--- src/rtl/seq_frame_ctrl.sv ---
// Serial frame controller: hunts for a 4-bit sync pattern on a strobed bit
// stream, then captures a 1..16 bit payload and reports it with a frame count.
module seq_frame_ctrl #(
  parameter int unsigned CNT_W = 8
) (
  input  logic             clk,
  input  logic             rst,
  input  logic             x,
  input  logic             en,
  input  logic [3:0]       pattern,
  input  logic [3:0]       plen,
  output logic             sync_det,
  output logic             busy,
  output logic [15:0]      data_out,
  output logic             data_valid,
  output logic [CNT_W-1:0] frame_cnt
);

  localparam int unsigned DW  = 16;
  localparam int unsigned PW  = 4;
  localparam int unsigned BCW = 5;
  localparam int unsigned FW  = 3;

  typedef enum logic {
    HUNT = 1'b0,
    CAPT = 1'b1
  } state_t;

  state_t           state, state_n;
  logic [PW-1:0]    hist, hist_n;
  logic [FW-1:0]    fill, fill_n;
  logic [BCW-1:0]   bit_cnt, bit_cnt_n;
  logic [DW-1:0]    cap, cap_n;
  logic [PW-1:0]    plen_l, plen_l_n;
  logic             sync_det_n, busy_n, data_valid_n;
  logic [DW-1:0]    data_out_n;
  logic [CNT_W-1:0] frame_cnt_n;

  logic [PW-1:0]    cand;
  logic [DW-1:0]    cap_sh;
  logic [BCW-1:0]   bit_inc;
  logic [BCW-1:0]   bit_tgt;

  // State and registered outputs
  always_ff @(posedge clk) begin
    if (rst) begin
      state      <= HUNT;
      hist       <= '0;
      fill       <= '0;
      bit_cnt    <= '0;
      cap        <= '0;
      plen_l     <= '0;
      sync_det   <= 1'b0;
      busy       <= 1'b0;
      data_out   <= '0;
      data_valid <= 1'b0;
      frame_cnt  <= '0;
    end else begin
      state      <= state_n;
      hist       <= hist_n;
      fill       <= fill_n;
      bit_cnt    <= bit_cnt_n;
      cap        <= cap_n;
      plen_l     <= plen_l_n;
      sync_det   <= sync_det_n;
      busy       <= busy_n;
      data_out   <= data_out_n;
      data_valid <= data_valid_n;
      frame_cnt  <= frame_cnt_n;
    end
  end

  // Next-state and next-output logic
  always_comb begin
    state_n      = state;
    hist_n       = hist;
    fill_n       = fill;
    bit_cnt_n    = bit_cnt;
    cap_n        = cap;
    plen_l_n     = plen_l;
    sync_det_n   = 1'b0;
    data_valid_n = 1'b0;
    data_out_n   = data_out;
    frame_cnt_n  = frame_cnt;

    cand    = {hist[PW-2:0], x};
    cap_sh  = {cap[DW-2:0], x};
    bit_inc = bit_cnt + BCW'(1);
    // A latched length of 0 means a full 16-bit payload
    bit_tgt = (plen_l == '0) ? BCW'(16) : BCW'(plen_l);

    case (state)
      HUNT: begin
        if (en) begin
          hist_n = cand;
          if (fill != FW'(4)) fill_n = fill + FW'(1);
          // fill >= 3 here means this bit makes at least 4 valid history bits
          if ((cand == pattern) && (fill >= FW'(3))) begin
            state_n    = CAPT;
            plen_l_n   = plen;
            bit_cnt_n  = '0;
            cap_n      = '0;
            sync_det_n = 1'b1;
          end
        end
      end
      CAPT: begin
        if (en) begin
          cap_n     = cap_sh;
          bit_cnt_n = bit_inc;
          if (bit_inc == bit_tgt) begin
            data_out_n   = cap_sh;
            data_valid_n = 1'b1;
            if (frame_cnt != {CNT_W{1'b1}}) frame_cnt_n = frame_cnt + CNT_W'(1);
            state_n = HUNT;
            hist_n  = '0;
            fill_n  = '0;
          end
        end
      end
      default: state_n = HUNT;
    endcase

    busy_n = (state_n == CAPT);
  end

endmodule

--- config.mk ---
export PLATFORM = sky130hd
export DESIGN_NAME = seq_frame_ctrl
export DESIGN_NICKNAME = d
export VERILOG_FILES = /design/src/rtl/seq_frame_ctrl.sv
export SDC_FILE = /design/constraint.sdc
export NUM_CORES = 1
export LEC_CHECK = 0
export BUFFER_PORTS_ARGS = -buffer_cell sky130_fd_sc_hd__buf_2
export CAP_MARGIN = 20
export CORE_UTILIZATION = 50
export DETAILED_ROUTE_END_ITERATION = 8
export GPL_ROUTABILITY_DRIVEN = 0
export HOLD_SLACK_MARGIN = 0.1
export PLACE_DENSITY = 0.72
export SLEW_MARGIN = 0
export SYNTH_ARGS = -nofsm -noshare
export SYNTH_HDL_FRONTEND = slang
export SYNTH_SLANG_ARGS = --single-unit
--- constraint.sdc ---
create_clock -name clk -period 2.3 [get_ports clk]
set_input_delay 0.69 -clock clk [delete_from_list [all_inputs] [get_ports clk]]
set_output_delay 0.69 -clock clk [all_outputs]
set_load 0.1 [all_outputs]
# Yosys cells after proc, flatten, opt, wreduce, memory -nomap -nowiden
# Index checks and enable logic that the tools add are counted.
# word_totals
ram_bits,0
latch_bits,0
ff_bits,57
mem_count,0
inputBits,12
elab_cells,59
romBits,0
# classes
reduce_logical,10
order_cmp,1
muxes,24
shifts,0
n_eq_ne,9
multipliers,0
bitwise_logic,2
n_div,0
n_addsub,3
# op_table
op,n
two-way mux 15 bit,3
case mux 15 bit (2 select lines),1
two-way mux 3 bit,7
two-way mux 5 bit,4
case mux 3 bit (2 select lines),2
AND reduction 3 bit,4
case mux 5 bit (2 select lines),1
adder 8 x 1 -> 8 bit (second input constant),1
!= test 2 bit (second input constant),4
!= test 8 bit (second input constant),1
AND reduction 4 bit,2
adder 5 x 1 -> 5 bit (second input constant),1
== test 5 bit,1
two-way mux 1 bit,5
== test 4 bit,1
zero test 4 bit,1
adder 3 x 1 -> 3 bit (second input constant),1
greater-or-equal comparator 3 x 2 -> 1 bit (second input constant),1
!= test 3 bit (second input constant),1
OR reduction 3 bit,1
!= test 2 x 1 -> 1 bit (second input constant),1
inverter 1 bit,2
case mux 1 bit (2 select lines),1
OR reduction 2 bit,1
logical AND 1 bit,1

# Depth between registers and ports, before layout
# Gate-level depths: netlist (run 1).
# depth
ltp_word,6
ltp_mapped,8

# Worst setup path after synthesis (run 1)
# OpenSTA, ideal clock, no wires.
# synth_path
path_type,register -> register
from,register state
to,register frame_cnt[4]
path_slack_ns,0.032
stages_incl_launch_ff,7
required_time_ns,2.229
period_less_slack_ns,2.268
path_buffers,1
setup_time_ns,0.071
t_arrival_ns,2.197
path_cell_list,dfxtp_1 and2_1 o21a_1 nand4_1 buf_2 or3_1 a21oi_1
# synth_between
elab_chain_cells,1
# synth_lines
element,line,source
start: declaration,29,"state_t state, state_n;"
start signal: assignment,59,state <= state_n;
AND reduction 4 bit (no source line),n/a,
end signal: assignment,69,frame_cnt <= frame_cnt_n;
end: declaration,16,output logic [CNT_W-1:0] frame_cnt
# Every way passes these cells.
# A chain may end at the register's enable or synchronous reset.

# Worst setup path in the final report (run 1)
# layout_path
from,register bit_cnt[0]
to,register frame_cnt[6]
# layout_between
elab_chain_cells,3
# layout_lines
element,line,source
start: declaration,32,"logic [BCW-1:0] bit_cnt, bit_cnt_n;"
start signal: assignment,62,bit_cnt <= bit_cnt_n;
adder 5 x 1 -> 5 bit,88,bit_inc = bit_cnt + BCW'(1);
== test 5 bit,111,if (bit_inc == bit_tgt) begin
AND reduction 4 bit (no source line),n/a,
# Every way passes these cells.

==> metrics.md, run 1 <==
| Metric | Value |
|---|---|
| Placed wire-length estimate | `3.13 mm` |
| Cell area after synthesis | `~2400 µm²` |
| CTS H-tree depth | `3` |
| Final setup TNS | `0 ps` |
| Post-synth EDFFs | `0` |
| WL final | `approximately 4.6 mm` |
| Setup-failing EPs final | `0` |
| Critical path class | `register to register` |
| CP cell instances | `ha_1 > and3_1 > xnor3_1 > nand4_2 > or3_1 > a211oi_1` |
| Initial antenna violation count | `0` |
| Clock skew | `~7 ps` |
| Filler Cell Count | `390` |
| Ys flop type | `dfxtp_1` |
| Hold WS | `around 490 ps` |
| FF+latch area | `approximately 1100 µm²` |
| CP delay by family, top | `simple AND/OR/NAND/NOR gates` |
| Peak VDD IR | `about 640 µV` |
| Largest net degree at the start of global routing | `38` |
| Starting Density | `0.532` |
| Max_slew headroom | `0.674` |
| Total power | `about 1.9 mW` |
| Cell variety after synth | `35` |
| Ports | `39` |
| GRT Overall Usage | `0.199` |
| Multi-input gate area | `between 1000 and 1500 µm²` |
| Total gr overflow | `0` |
| Sequential-to-total area share from yosys stat | `0.482` |
| WL/cell | `roughly 13 µm` |
| TritonRoute pass-1 iters | `8` |
| Placed cell count | `roughly 340` |
| Element type at the critical path start | `register` |
| P_leak | `~1.3 nW` |
| Status | `finished with violations` |
| DR vias/cell | `5.43` |
| Worst-path clk slew | `around 60 ps` |
| Die H | `around 70 µm` |
| Fin util | `0.633` |
| Placed cell area | `approximately 2600 µm²` |
| CP required | `~2500 ps` |
| Latest clock arrival within the worst-skew pair | `330 ps` |
| Area Growth Syn to Fin | `18.9%` |
| Maximum clock path buffer count | `2` |
| CTS Buf Count | `9` |
| DRC Markers | `4` |
| Critical-path top delay cell | `or3_1` |
| Clock root buffer | `clkbuf_8` |
| Clock sink count | `57` |
| Min Clock Period, post-route | `between 2000 and 2500 ps` |
| Post-synth ARST share | `0` |
| Post-CTS sizing | `0` |
| Setup WS pre-CTS | `between 100 and 150 ps` |
| Final Instance Area | `approximately 2800 µm²` |
| Yosys reg bits | `57` |
| Vias in the first global route | `roughly 1,800` |
| Layout cells sized above 1 | `0.214` |
| Commonest cells after routing, fill and taps aside | `dfxtp_1, nor2_1, buf_2, mux2i_1, a22oi_1` |
| Worst setup margin | `about 190 ps` |
| Worst Tran Pin Value | `492 ps` |
| Die footprint | `5010 µm²` |
| Starting DRT DRC Count | `140` |
| Pwr Density | `660 nW/µm²` |
| Post-CTS Setup Inserts | `0` |
| Antenna fix cells | `0` |
| Failing checks | `DRC` |
| HP Class | `register to register` |
| DR vias | `1,906` |
| Port bufs | `38` |
| Cts hold-fix bufs | `0` |
| Cells after Synth | `about 250` |
| Finished Layout Cells | `roughly 350` |
| Mapped Avg Cell Area | `between 9 and 10 µm²` |
| CTS tree | `built` |
| CP Max Fanout | `5` |
| Fin crit share | `0.918` |
| Die width | `around 71 µm` |
| RSZ-0062 raised after global routing | `false` |
| Most common cell after layout, fill and taps aside | `dfxtp_1` |
| Bufs and invs on worst path | `0` |
| Fin. max-slew vios | `0` |
| Critical Path Max Stage Delay | `~400 ps` |
| # rows | `24` |
| Core ar. | `roughly 4400 µm²` |
| First-pass GRT wire length | `about 7.8 mm` |
| CP arrival | `approximately 2400 ps` |
| Syn nets | `270` |
| Layout Nets | `approximately 310` |
| CP endpoint kind | `register` |
| Warnings, synthesis | `0` |
| F_max | `roughly 0.47 GHz` |
| Count of final hold-check violations | `0` |
| Max-cap violations | `0` |
| Routed Antenna Nets | `0` |
[synth_stat cells, drive strengths merged (3+ instances only)]
cell	n	area share
dfxtp	57	0.48
nor2	45	0.071
nand2	11	0.017
and4	3	0.011
nand4	3	0.011
inv	5	0.0079
a311oi	3	0.011
mux2i	20	0.085
clkbuf	11	0.017
xnor2	5	0.019
or3	7	0.019
ha	5	0.026
buf	5	0.010
a21oi	13	0.027
xor2	5	0.019
a22oi	17	0.054
o21ai	8	0.017
nor4	3	0.0079
nand3	8	0.017
a31oi	3	0.0079
[layer usage]
metal,GRT usage,part of all wire,vias up
met4,0.0933,0.018,0
met3,0.0541,0.046,8
met2,0.314,0.46,45
met1,0.255,0.48,879
li1,-,-,974
met5,0,0,-
[cells by family after synthesis]
kind of cell	synth area share
AO/OA/AOI/OAI	0.127
XOR/XNOR	0.0566
adder cells (fa/ha/maj)	0.0264
buffers and inverters	0.0354
flip-flops	0.482
multiplexers	0.0846
AND/OR/NAND/NOR	0.188
[where the power goes]
group	internal, mW	total [mW]	switching [mW]
Sequential	0.991	0.996	0.00467
Clock	0.416	0.802	0.387
Combinational	0.0230	0.0590	0.0359
Total	1.43	1.86	0.427
[registers in the layout (all words and copies together) (netlist names), 3 cells and up]
register / count
cap: 15
plen_l: 4
frame_cnt: 8
hist: 3
bit_cnt: 5
fill: 3
data_out: 16
[area by class of cell]
cell class,count,area share
Tap cell,52,0.0231
Timing Repair Buffer,46,0.0978
Multi-Input combinational cell,175,0.406
Clock inverter,5,0.0111
Clock buffer,11,0.0502
Sequential cell,57,0.406
Inverter,5,0.00667
[worst paths after layout]
kind                                  start            to  slack, ps  depth (start not counted)
worst max-delay path             bit_cnt[0]  frame_cnt[6]        190                          6
worst min-delay path            data_out[5]   data_out[5]        490                          2
worst max register to register   bit_cnt[0]  frame_cnt[6]        190                          6
worst min register to register  data_out[5]   data_out[5]        490                          2
[worst reg2reg max path: cells and delay by family (launching register included)]
| kind | cells | cell delay, ps |
|---|---|---|
| flops | 1 | 350 |
| xor+xnor | 1 | 370 |
| fa+ha+maj | 1 | 260 |
| compound gates | 1 | 250 |
| simple gates | 3 | 800 |
Power figures use the tool's default switching activity.
==> inputs of run 2 (changes only) <==
--- a/config.mk
+++ b/config.mk
@@ -7,11 +7,13 @@
 export LEC_CHECK = 0
 export BUFFER_PORTS_ARGS = -buffer_cell sky130_fd_sc_hd__buf_2
 export CAP_MARGIN = 20
-export CORE_UTILIZATION = 50
+export CELL_PAD_IN_SITES_DETAIL_PLACEMENT = 0
+export CELL_PAD_IN_SITES_GLOBAL_PLACEMENT = 1
+export CORE_UTILIZATION = 42
 export DETAILED_ROUTE_END_ITERATION = 8
 export GPL_ROUTABILITY_DRIVEN = 0
 export HOLD_SLACK_MARGIN = 0.1
-export PLACE_DENSITY = 0.72
+export PLACE_DENSITY_LB_ADDON = 0.1
 export SLEW_MARGIN = 0
 export SYNTH_ARGS = -nofsm -noshare
 export SYNTH_HDL_FRONTEND = slang
==> run 2 against run 1 <==
The flow now finishes without violations. First-iteration DRC count decreased by 17%. Combinational power is 2% lower. Power shrank 0.49%. Die area increased by 18%. Cell area rose by 0.44%. Sequential share of layout area is 0.18 points lower.
==> metrics.md, run 2 (synthesized netlist as in run 1, its figures left out) <==
| Metric | Value |
|---|---|
| Vias in the first global route | `1,794 (+0.79%)` |
| WL/cell | `12.4 µm (-5.5%)` |
| Starting DRT DRC Count | `116 (-17%)` |
| Net Sw Power | `0.395 mW (-7.5%)` |
| Min Clock Period, post-route | `2020 ps (-88.3 ps)` |
| First-pass GRT wire length | `8.08 mm (+3.0%)` |
| Critical Path Max Stage Delay | `370 ps (-30 ps)` |
| Layout cells sized above 1 | `0.202 (-0.0120)` |
| CP endpoint kind | `register` |
| DR vias/cell | `5.08 (-6.4%)` |
| Sw Share | `0.214 (-0.0163)` |
| Max reg flops | `16 (unchanged)` |
| Cts hold-fix bufs | `0 (unchanged)` |
| WL final | `4.55 mm (-1.2%)` |
| Fin. max-slew vios | `0 (unchanged)` |
| P_leak | `1.26 nW (-0.46%)` |
| Critical-path top delay cell | `xnor3_1` |
| # rows | `26 (+8.3%)` |
| CP delay by family, top | `simple AND/OR/NAND/NOR gates` |
| Count of final hold-check violations | `0 (unchanged)` |
| Post-CTS sizing | `0 (unchanged)` |
| Most common cell after layout, fill and taps aside | `dfxtp_1` |
| Largest regs | `data_out: 16 flops, cap: 15 flops, frame_cnt: 8 flops` |
| Bufs and invs on worst path | `1 (+1)` |
| TritonRoute pass-1 iters | `4 (-4)` |
| Antenna fix cells | `0 (unchanged)` |
| Setup-failing EPs final | `0 (unchanged)` |
| CTS H-tree depth | `3 (unchanged)` |
| Clock skew | `6.21 ps (-0.821 ps)` |
| Clock sink count | `57 (unchanged)` |
| Core ar. | `5270 µm² (+19%)` |
| Final setup TNS | `0 ps (unchanged)` |
| CP cell instances | `ha_1 > and3_1 > xnor3_1 > nand4_1 > buf_4 > or3_1 > a21oi_1` |
| Flop pwr share | `0.539 (+0.003)` |
| DRC Markers | `0 (-4)` |
| Ports | `39 (unchanged)` |
| Starting Density | `0.449 (-0.0834)` |
| Clock root buffer | `clkbuf_8` |
| Int Power | `1.45 mW (+1.6%)` |
| Worst Tran Pin Value | `486 ps (-5.68 ps)` |
| Die H | `77.1 µm (+8.9%)` |
| Routed Antenna Nets | `0 (unchanged)` |
| CP Max Fanout | `11 (+6)` |
| RSZ-0062 raised after global routing | `false` |
| Layout Nets | `311 (unchanged)` |
| Initial antenna violation count | `0 (unchanged)` |
| Port bufs | `38 (unchanged)` |
| Element type at the critical path start | `register` |
| Top reg by flops | `data_out` |
| CTS Buf Count | `9 (unchanged)` |
| Pwr Density | `654 nW/µm² (-0.93%)` |
| Post-CTS Setup Inserts | `0 (unchanged)` |
| Clock power share | `0.430 (-0.002)` |
| Hold WS | `478 ps (-12.6 ps)` |
| Max_slew headroom | `0.675 (+0.000862)` |
| Max-cap violations | `0 (unchanged)` |
| Finished Layout Cells | `367 (+4.6%)` |
| CP arrival | `2290 ps (-60 ps)` |
| GRT Overall Usage | `0.176 (-0.0227)` |
| Largest net degree at the start of global routing | `58 (+53%)` |
| Final Instance Area | `2830 µm² (+0.44%)` |
| Peak VDD IR | `308 µV (-52%)` |
| CP required | `2570 ps (+30 ps)` |
| Combinational share of power | `0.031 (about the same)` |
| Fin crit share | `0.880 (-0.0384)` |
| Critical path class | `register to register` |
| Area Growth Syn to Fin | `19.5%` |
| CTS tree | `built` |
| Die footprint | `5940 µm² (+18%)` |
| Total gr overflow | `0 (unchanged)` |
| DR vias | `1,865 (-2.2%)` |
| Placed cell area | `2660 µm² (+0.85%)` |
| HP Class | `register to register` |
| F_max | `0.494 GHz (+4.4%)` |
| Worst-path clk slew | `60 ps (about the same)` |
| Latest clock arrival within the worst-skew pair | `330 ps (about the same)` |
| Die width | `77.1 µm (+8.9%)` |
| Fin util | `0.536 (-0.0968)` |
| Reg2Reg Setup Slack | `280 ps (+90 ps)` |
| Placed cell count | `353 (+5.4%)` |
| Status | `complete, no violations` |
| Maximum clock path buffer count | `2 (unchanged)` |
| Commonest cells after routing, fill and taps aside | `dfxtp_1, nor2_1, buf_2, mux2i_1, a22oi_1` |
| Placed wire-length estimate | `3.00 mm (-4.3%)` |
==> run 2: cell count changes in the layout (fill, tap and decap cells not counted), sizes merged <==
cell and change:
clkinv -4, clkinvlp -1, clkbuf +3
==> run 2: power by group through the flow <==
| stage | registers [mW] | logic (mW) | clock network, mW |
|---|---|---|---|
| 2_1_floorplan | 1.02 | 0.0362 | 0 |
| 3_3_place_gp | 1.02 | 0.0586 | 0 |
| 3_5_place_dp | 1.02 | 0.0586 | 0 |
| 4_1_cts | 0.996 | 0.0590 | 0.822 |
| 5_1_grt | 0.996 | 0.0658 | 0.869 |
| 6_report | 0.996 | 0.0576 | 0.794 |
==> run 2: worst register-to-register path: cells and delay by family, from the launching register on <==
kind	cells	cell delay [ps]
AOI/OAI and AO/OA	1	150
xor gates and xnor gates	1	370
adders and majority gates	1	250
buffers and inverters	1	190
DFF	1	320
and+or+nand+nor	3	690
==> run 2: metal layers <==
metal	routed length (µm)	vias up	track usage
met5	0	-	0
met4	104	0	0.113
met3	204	9	0.0548
met2	2040	38	0.273
met1	2200	841	0.211
li1	-	977	-
==> run 2: area by class of cell <==
class,instances,area [µm²]
Timing Repair Buffer,46,275
Inverter,5,18.8
Tap cell,70,87.6
Sequential cell,57,1140
Multi-Input combinational cell,175,1140
Clock buffer,14,163
Fill cell,520,2440
==> run 2: path summary, 6_finish.rpt <==
| check | startpoint | to | depth (start not counted) |
|---|---|---|---|
| setup / recovery | bit_cnt[0] | frame_cnt[7] | 7 |
| hold / removal | frame_cnt[6] | frame_cnt[6] | 2 |
| hold reg to reg | frame_cnt[6] | frame_cnt[6] | 2 |
| setup reg to reg | bit_cnt[0] | frame_cnt[7] | 7 |
==> run 2: metrics by stage <==
stage,worst slack [ps],total power [mW]
global route,132,1.93
finish,277,1.85
floorplan,32.4,1.05
detailed placement,160,1.08
CTS,269,1.88
global placement,179,1.08
==> inputs of run 3 (changes only) <==
--- a/config.mk
+++ b/config.mk
@@ -9,9 +9,10 @@
 export CAP_MARGIN = 20
 export CELL_PAD_IN_SITES_DETAIL_PLACEMENT = 0
 export CELL_PAD_IN_SITES_GLOBAL_PLACEMENT = 1
-export CORE_UTILIZATION = 42
+export CORE_UTILIZATION = 45
 export DETAILED_ROUTE_END_ITERATION = 8
 export GPL_ROUTABILITY_DRIVEN = 0
+export GPL_TIMING_DRIVEN = 0
 export HOLD_SLACK_MARGIN = 0.1
 export PLACE_DENSITY_LB_ADDON = 0.1
 export SLEW_MARGIN = 0
==> constraint.sdc (replaced) <==
create_clock -name clk -period 2.4 [get_ports clk]
set_input_delay 0.72 -clock clk [delete_from_list [all_inputs] [get_ports clk]]
set_output_delay 0.72 -clock clk [all_outputs]
set_load 0.1 [all_outputs]
==> run 3 against run 2 <==
Critical path depth unchanged. Power increased by 2.7%. Highest routed layer unchanged. Clock power increased by 12%. Critical path type unchanged. Critical endpoint is now data_out[8].
==> metrics.md, run 3 (synthesized netlist as in run 1, its figures left out) <==
| Metric | Value |
|---|---|
| Die width | `74.5 µm (-3.3%)` |
| Status | `complete, no violations` |
| Vias in the first global route | `1,826 (+1.8%)` |
| Port bufs | `36 (-5.3%)` |
| Starting DRT DRC Count | `87 (-25%)` |
| WL final | `4.83 mm (+6.1%)` |
| Largest net degree at the start of global routing | `11 (-81%)` |
| Count of final hold-check violations | `0 (unchanged)` |
| Area Growth Syn to Fin | `19.7%` |
| CP cell instances | `ha_1 > and3_1 > xnor3_1 > nand4_2 > clkbuf_4 > mux2i_1 > nor2_1` |
| Top reg by flops | `data_out` |
| Worst-path clk slew | `60 ps (about the same)` |
| TritonRoute pass-1 iters | `4 (unchanged)` |
| DR vias | `1,945 (+4.3%)` |
| Total power | `1.90 mW (+2.7%)` |
| Max-cap violations | `0 (unchanged)` |
| R2R depth | `7 (unchanged)` |
| Peak VDD IR | `352 µV (+14%)` |
| Worst Tran Pin Value | `514 ps (+27.7 ps)` |
| Die footprint | `5550 µm² (-6.5%)` |
| Antenna fix cells | `0 (unchanged)` |
| First-pass GRT wire length | `8.09 mm (+0.17%)` |
| Latest clock arrival within the worst-skew pair | `340 ps (about the same)` |
| Layout cells sized above 1 | `0.188 (-0.0145)` |
| CTS H-tree depth | `3 (unchanged)` |
| Setup-failing EPs final | `0 (unchanged)` |
| Critical Path Max Stage Delay | `410 ps (+40 ps)` |
| CP Max Fanout | `10 (-1)` |
| Critical R2R Launch | `bit_cnt[0]` |
| Fin crit share | `0.910 (+0.0299)` |
| Clock sink count | `57 (unchanged)` |
| Total gr overflow | `0 (unchanged)` |
| Reg2reg end | `data_out[8]` |
| Routed Antenna Nets | `0 (unchanged)` |
| CTS tree | `built` |
| Hold Crit Endpoint | `frame_cnt[6]` |
| CTS Buf Count | `9 (unchanged)` |
| Layout Nets | `317 (+1.9%)` |
| P_leak | `1.25 nW (-0.81%)` |
| Max_slew headroom | `0.657 (-0.0178)` |
| Fin. max-slew vios | `0 (unchanged)` |
| HP Class | `register to register` |
| Core ar. | `5070 µm² (-3.7%)` |
| Filler Cell Count | `516 (-0.77%)` |
| Largest regs | `data_out: 16 flops, cap: 15 flops, frame_cnt: 8 flops` |
| Setup WS pre-CTS | `-35.2 ps (-196 ps)` |
| Critical-path top delay cell | `dfxtp_1` |
| CP required | `2600 ps (+30 ps)` |
| DRC Markers | `0 (unchanged)` |
| Max reg flops | `16 (unchanged)` |
| Reg2Reg Setup Slack | `220 ps (-60 ps)` |
| Post-CTS Setup Inserts | `0 (unchanged)` |
| RSZ-0062 raised after global routing | `false` |
| Pwr Density | `671 nW/µm² (+2.6%)` |
| Initial antenna violation count | `0 (unchanged)` |
| Multi-input gate area | `1140 µm² (unchanged)` |
| Depth of the worst hold-timing path | `2 (unchanged)` |
| FF+latch area | `1140 µm² (unchanged)` |
| GRT Overall Usage | `0.198 (+0.0219)` |
| Most common cell after layout, fill and taps aside | `dfxtp_1` |
| Clock skew | `7.40 ps (+1.19 ps)` |
| Placed wire-length estimate | `3.42 mm (+14%)` |
| WL/cell | `12.9 µm (+4.1%)` |
| CP arrival | `2390 ps (+100 ps)` |
| Worst setup margin | `217 ps (-59.7 ps)` |
| Min Clock Period, post-route | `2180 ps (+160 ps)` |
| Starting Density | `0.466 (+0.0173)` |
| DR vias/cell | `5.20 (+2.3%)` |
| CP endpoint kind | `register` |
| Clock root buffer | `clkbuf_8` |
| Critical path class | `register to register` |
| Ports | `39 (unchanged)` |
| Min-Delay Startpoint | `frame_cnt[6]` |
| Element type at the critical path start | `register` |
| # rows | `26 (unchanged)` |
| Maximum clock path buffer count | `2 (unchanged)` |
| F_max | `0.458 GHz (-7.3%)` |
| Die H | `74.5 µm (-3.3%)` |
| Commonest cells after routing, fill and taps aside | `dfxtp_1, nor2_1, buf_2, mux2i_1, a22oi_1` |
==> run 3: power by group <==
group	switching, mW	internal, mW
Clock	0.362	0.527
Combinational	0.0362	0.0192
Sequential	0.00443	0.950
==> run 3: area by class of cell <==
type,count,share of cell area
flip-flops and latches,57,0.403
repair buffers,36,0.0636
plain buffers,16,0.0239
well taps,70,0.0309
inverters,5,0.00663
clock inverters,3,0.0141
clock buffers,12,0.0548
multi-input cells,175,0.403
==> run 3: worst max-delay path by stage <==
stage	start	endpoint
finish	bit_cnt[0]	data_out[8]
global route	fill[1]	plen_l[1]
CTS	bit_cnt[0]	data_out[8]
detailed placement	en	cap[12]
global placement	pattern[1]	plen_l[1]
floorplan	state	frame_cnt[4]
==> run 3: timing repair <==
item                       in CTS  in global routing
resized for setup               0                  1
hold buffers                    0                  0
setup endpoints to repair       0                  1
==> run 3: layer usage <==
metal | up-vias | routed length (µm) | GRT usage
met5 | - | 0 | 0
met4 | 0 | 119 | 0.122
met3 | 12 | 205 | 0.0474
met2 | 41 | 2210 | 0.319
met1 | 905 | 2290 | 0.239
li1 | 987 | - | -
==> run 3: worst max-delay path, delay by kind of cell, from the launching register on <==
kind | cells | cell delay, ps
xor+xnor | 1 | 390
mux | 1 | 220
buf+inv | 1 | 300
flops | 1 | 410
fa+ha+maj | 1 | 250
simple gates | 3 | 480
==> run 3: metrics by stage <==
stage          setup TNS, ps  std cells  instance area (µm²)  hold WS [ps]  utilization
4_1_cts                    0        374                 2830           479        0.557
3_5_place_dp            -196        359                 2630           469        0.519
2_1_floorplan              0        253                 2370           461            -
6_report                   0        374                 2830           473        0.558
5_1_grt                    0        374                 2830           514        0.558
3_3_place_gp           -43.9        359                 2630           464        0.519
